===== src/rtl/bus_arbiter.sv =====
// Two-master round-robin arbiter serialising CPU and JPEG/loader accesses onto the
// single write-back bus master port, with a registered req/gnt/rvalid handshake.
module bus_arbiter #(
  parameter int unsigned RAM_WORDS   = 32'd411700,
  parameter int unsigned BUTTON_ADDR = 32'd411700
) (
  input  logic        clock,
  input  logic        nreset,
  input  logic        m0_req,
  input  logic [31:0] m0_addr,
  input  logic        m0_write,
  input  logic [31:0] m0_wdata,
  output logic        m0_gnt,
  output logic        m0_rvalid,
  output logic [31:0] m0_rdata,
  output logic        m0_err,
  input  logic        m1_req,
  input  logic [31:0] m1_addr,
  input  logic        m1_write,
  input  logic [31:0] m1_wdata,
  output logic        m1_gnt,
  output logic        m1_rvalid,
  output logic [31:0] m1_rdata,
  output logic        m1_err,
  output logic [31:0] bus_addr,
  output logic        bus_write,
  output logic [31:0] bus_wdata,
  input  logic [31:0] bus_rdata,
  output logic        owner
);

  localparam logic [31:0] RAM_LIM    = 32'(RAM_WORDS);
  localparam logic [31:0] BUTTON_LIM = 32'(BUTTON_ADDR);

  typedef enum logic [1:0] {
    IDLE   = 2'd0,
    ACCESS = 2'd1,
    RESP   = 2'd2
  } state_t;

  // Only RAM words and the single button word decode; anything else is an error.
  function automatic logic addr_err(input logic [31:0] a);
    return !((a < RAM_LIM) || (a == BUTTON_LIM));
  endfunction

  state_t      state_r;
  logic        ptr_r;
  logic        win_r;
  logic        write_r;
  logic        m0_gnt_r, m1_gnt_r;
  logic        m0_rvalid_r, m1_rvalid_r;
  logic [31:0] m0_rdata_r, m1_rdata_r;
  logic        m0_err_r, m1_err_r;
  logic [31:0] bus_addr_r, bus_wdata_r;
  logic        bus_write_r;
  logic        owner_r;

  logic        any_req_s;
  logic        win_s;
  logic [31:0] sel_addr_s;
  logic [31:0] sel_wdata_s;
  logic        sel_write_s;
  logic        acc_err_s;
  logic [31:0] cap_rdata_s;

  // Arbitration decision and operand selection for the IDLE cycle.
  always_comb begin
    any_req_s   = m0_req | m1_req;
    win_s       = 1'b0;
    sel_addr_s  = 32'd0;
    sel_wdata_s = 32'd0;
    sel_write_s = 1'b0;
    if (m0_req && m1_req) begin
      win_s = ptr_r;
    end else begin
      win_s = m1_req;
    end
    if (win_s) begin
      sel_addr_s  = m1_addr;
      sel_wdata_s = m1_wdata;
      sel_write_s = m1_write;
    end else begin
      sel_addr_s  = m0_addr;
      sel_wdata_s = m0_wdata;
      sel_write_s = m0_write;
    end
    acc_err_s = addr_err(bus_addr_r);
    if (write_r || acc_err_s) begin
      cap_rdata_s = 32'd0;
    end else begin
      cap_rdata_s = bus_rdata;
    end
  end

  // Transaction FSM; every output is a register updated here.
  always_ff @(posedge clock or negedge nreset) begin
    if (!nreset) begin
      state_r     <= IDLE;
      ptr_r       <= 1'b0;
      win_r       <= 1'b0;
      write_r     <= 1'b0;
      m0_gnt_r    <= 1'b0;
      m1_gnt_r    <= 1'b0;
      m0_rvalid_r <= 1'b0;
      m1_rvalid_r <= 1'b0;
      m0_rdata_r  <= 32'd0;
      m1_rdata_r  <= 32'd0;
      m0_err_r    <= 1'b0;
      m1_err_r    <= 1'b0;
      bus_addr_r  <= 32'd0;
      bus_wdata_r <= 32'd0;
      bus_write_r <= 1'b0;
      owner_r     <= 1'b0;
    end else begin
      case (state_r)
        IDLE: begin
          if (any_req_s) begin
            state_r     <= ACCESS;
            win_r       <= win_s;
            write_r     <= sel_write_s;
            owner_r     <= win_s;
            m0_gnt_r    <= ~win_s;
            m1_gnt_r    <= win_s;
            bus_addr_r  <= sel_addr_s;
            bus_wdata_r <= sel_wdata_s;
            bus_write_r <= sel_write_s & ~addr_err(sel_addr_s);
          end else begin
            state_r <= IDLE;
          end
        end
        ACCESS: begin
          state_r     <= RESP;
          m0_gnt_r    <= 1'b0;
          m1_gnt_r    <= 1'b0;
          bus_addr_r  <= 32'd0;
          bus_wdata_r <= 32'd0;
          bus_write_r <= 1'b0;
          if (win_r) begin
            m1_rvalid_r <= 1'b1;
            m1_rdata_r  <= cap_rdata_s;
            m1_err_r    <= acc_err_s;
          end else begin
            m0_rvalid_r <= 1'b1;
            m0_rdata_r  <= cap_rdata_s;
            m0_err_r    <= acc_err_s;
          end
        end
        RESP: begin
          state_r     <= IDLE;
          m0_rvalid_r <= 1'b0;
          m1_rvalid_r <= 1'b0;
          owner_r     <= 1'b0;
          ptr_r       <= ~win_r;
        end
        default: begin
          state_r     <= IDLE;
          m0_gnt_r    <= 1'b0;
          m1_gnt_r    <= 1'b0;
          m0_rvalid_r <= 1'b0;
          m1_rvalid_r <= 1'b0;
          bus_addr_r  <= 32'd0;
          bus_wdata_r <= 32'd0;
          bus_write_r <= 1'b0;
          owner_r     <= 1'b0;
        end
      endcase
    end
  end

  assign m0_gnt    = m0_gnt_r;
  assign m1_gnt    = m1_gnt_r;
  assign m0_rvalid = m0_rvalid_r;
  assign m1_rvalid = m1_rvalid_r;
  assign m0_rdata  = m0_rdata_r;
  assign m1_rdata  = m1_rdata_r;
  assign m0_err    = m0_err_r;
  assign m1_err    = m1_err_r;
  assign bus_addr  = bus_addr_r;
  assign bus_write = bus_write_r;
  assign bus_wdata = bus_wdata_r;
  assign owner     = owner_r;

endmodule


===== config.mk =====
export PLATFORM = sky130hd
export DESIGN_NAME = bus_arbiter
export DESIGN_NICKNAME = d
export VERILOG_FILES = /design/src/rtl/bus_arbiter.sv
export SDC_FILE = /design/constraint.sdc
export NUM_CORES = 1
export LEC_CHECK = 0
export CAP_MARGIN = 40
export CORE_ASPECT_RATIO = 1.5
export CORE_MARGIN = 8
export CORE_UTILIZATION = 40
export CTS_BUF_LIST = sky130_fd_sc_hd__clkbuf_4 sky130_fd_sc_hd__clkbuf_8
export DETAILED_ROUTE_END_ITERATION = 6
export PLACE_DENSITY = 0.79
export SLEW_MARGIN = 10
export SYNTH_ARGS = -nofsm -noshare
export SYNTH_HDL_FRONTEND = slang
export SYNTH_SLANG_ARGS = --single-unit

===== constraint.sdc =====
create_clock -name clock -period 2 [get_ports clock]
set_input_delay 0.2 -clock clock [delete_from_list [all_inputs] [get_ports clock]]
set_output_delay 0.2 -clock clock [all_outputs]
set_load 0.05 [all_outputs]

==> flow_summary.toml, run 1 <==
[global_route]
grt_pass1_wl_mm = 33.67
grt.total_usage_pct = 21.06
grt_start_max_net_pins = 56
grt_pass1_vias = 6328
grt_antenna_before_repair = 0
overflow = 0

[clock_tree]
cts_root_buf = "clkbuf_8"
path_clk_slew_ns = 0.09
clock-sinks = 141
cts_setup_buffers = 0
cts_buffer_depth = 2
cts_tree = "done"
numCtsBuffers = 17
clk_latency_ns = 0.43
cts_max_level = 4

[floorplan]
dieHeight_um = 169.8
rows = 56
core_area_um2 = 15550
pin_count = 302
fp.dieW_um = 118.5
start_util_pct = 40.55
die_area_um2 = 20130

[min_path]
hold_class = "input pin to asynchronous set/reset pin"

[placement]
port_buffers = 301
routabilityCongestion = 0.9394
place_inst = 1118
dp_hpwl_mm = 17.00

[routing]
wl_mm = 21.63
viasPerCell = 5.144
drc = 0
drt_iter0_drc = 349
wl_per_cell_um = 18.79
drtAntennaViolNets = 0
vias = 5921
dr.pass1.iters = 6

[synth]
synth-seq-cells = 141
syn_inst = 627
yosys_warnings = 0
yosysSeqAreaShare_pct = 55.94
synth_flop_cell = "dfrtp_1"
synth_edf_count = 0
synthDistinctLibCells = 46
synth_commonest_cells = "dfrtp_1, nand2_1, o21ai_0, o21ai_1, nand2b_1"
yosys.area.top_type = "dfrtp_1"
synth.top_cell.area_share_pct = 55.94
syn_area_um2 = 6307
syn_nets = 793
yosysMostFrequentCell = "dfrtp_1"
synthArstFlopShare_pct = 100.0
syn_area_per_cell_um2 = 10.06
synth_area_leaders = "dfrtp_1, nand2_1, mux2i_1"

[sta]
worst_slew_pin_slew_ns = 0.5770
timing.slew.headroom_pct = 61.41
holdWs_ns = 0.2406
rsz0062_at_grt = "false"
hold_violations = 0
setup_viol = 0
max_freq_mhz = 516.9
maxSlewViolCount = 0
fin_crit_ns = 1.935
fin_skew_ns = 0.01442
fin_crit_sh_pct = 96.73

[critical_path]
path_buf_inv = 1
crit_chain = "clkdlybuf4s50_1"
cp.required_ns = 1.80
slowest_stage = "clkdlybuf4s50_1"
max_stage_delay_ns = 0.89
cpLargestDelayFamily = "buffers and inverters"
rrSetupSlack_ns = 0.11
path_max_fanout = 3
crit_type = "register to primary output"
end_kind = "primary output"
crit_arrival_ns = 1.73
critPathLaunchType = "register"

[flow_run]
drv_cap = 0

[layout]
n_antenna_cell = 0
multi_input_area_um2 = 2581
drive_gt1_share_pct = 10.23
final_cells = 1151
syn_to_final_growth_pct = 61.40
fin_util_pct = 65.44
regArea_um2 = 3530
nFillCells = 1308
finalNetCount = 1101

[pwr]
ir_drop_mv = 1.291
power_mw = 16.20
leakage_nw = 4.335
pwr_density_cell_nw_per_um2 = 1591

[run_status]
status = "complete, no violations"
## timing repair
item / CTS / global route
endpoints found under the setup margin: 0 / 15
hold endpoints to repair: 37 / 0
hold buffers: 1 / 0
resized for setup: 0 / 2
## sequential cells by signal, summed over array words and instances (netlist names), 2 cells and up
register	count
bus_addr	32
bus_wdata	32
m0_rdata	32
m1_rdata	32
state_r	2
## power by group
group	switching (mW)	internal (mW)	leakage, nW
Combinational	5.93	3.07	2.24
Clock	1.18	1.42	0.218
Sequential	0.727	3.87	1.88
Total	7.83	8.37	4.34
## metal layers
layer	up-vias	GRT usage, %	part of all wire [%]
met5	-	0	0
met2	209	38.36	54
met4	0	10.55	3.6
li1	2825	-	-
met3	45	5.261	5.3
met1	2842	22.05	37
## metrics by stage
stage / TNS [ns] / setup WS [ns] / cell area, um2
3_3_place_gp: -0.03697 / -0.03697 / 9706
2_1_floorplan: 0 / 0.01811 / 6309
6_report: 0 / 0.06543 / 10180
3_5_place_dp: -0.04468 / -0.04468 / 9706
4_1_cts: 0 / 0.02322 / 10170
5_1_grt: 0 / 0.01503 / 10180
## logic make-up after synthesis
kind of cell | count (synthesis) | share of synthesized area, %
buffers and inverters | 52 | 3.630
AO/OA/AOI/OAI | 185 | 19.04
multiplexers | 33 | 5.237
AND/OR/NAND/NOR | 216 | 16.15
flip-flops | 141 | 55.94
## area by class of cell
cell class              count  area share (%)
repair buffers            329           32.57
multi-input cells         434           25.36
clock buffers              18           2.434
clock inverters            14           2.028
flip-flops and latches    141           34.67
well taps                 203           2.495
inverters                  12          0.4425
## final timing paths
| path | from | to | depth (start not counted) |
|---|---|---|---|
| max | bus_addr[20] | bus_addr[20] | 1 |
| min reg2reg | m1_rdata[16] | m1_rdata[16] | 2 |
| min | nreset | m0_rdata[9] | 2 |
| min in group clock | bus_rdata[0] | m0_rdata[0] | 3 |
| max in group asynchronous | nreset | bus_wdata[29] | 3 |
| max reg2reg | bus_addr[13] | m1_rdata[28] | 7 |
## cells in the final DEF, fill, tap and decap left out, types with 2 or more instances in the layout
cell type        synthesis  final
clkdlybuf4s50_1          0    299
dfrtp_1                141    140
nand2_1                132    132
o21ai_0                 63     63
o21ai_1                 38     37
nand2b_1                36     36
mux2i_1                 33     33
o21ai_2                 26     27
a22oi_1                 25     25
buf_4                    0     20
clkbuf_8                 0     18
inv_1                   12     12
nor2_1                  10      8
nor3_1                   8      8
a222oi_1                 7      7
nor4_1                   8      7
buf_12                   0      7
a21o_1                   6      6
o211ai_1                 4      4
bufinv_16                0      4
nor2b_1                  3      3
nand3_1                  3      3
nand4_1                  3      3
clkinvlp_4               0      3
inv_6                    0      3
clkinv_4                 0      3
and3_1                   2      2
a22o_1                   2      2
or3_1                    2      2
a21oi_1                  2      2
buf_6                    3      2
Note: power is estimated with default switching activity, not from simulation.
==> run 2, diff against run 1 <==
Settings changed: SLEW_MARGIN 10 to 40.
==> results of run 2 <==
Same layout as run 1: the final DEF is identical, and so are final timing and power.
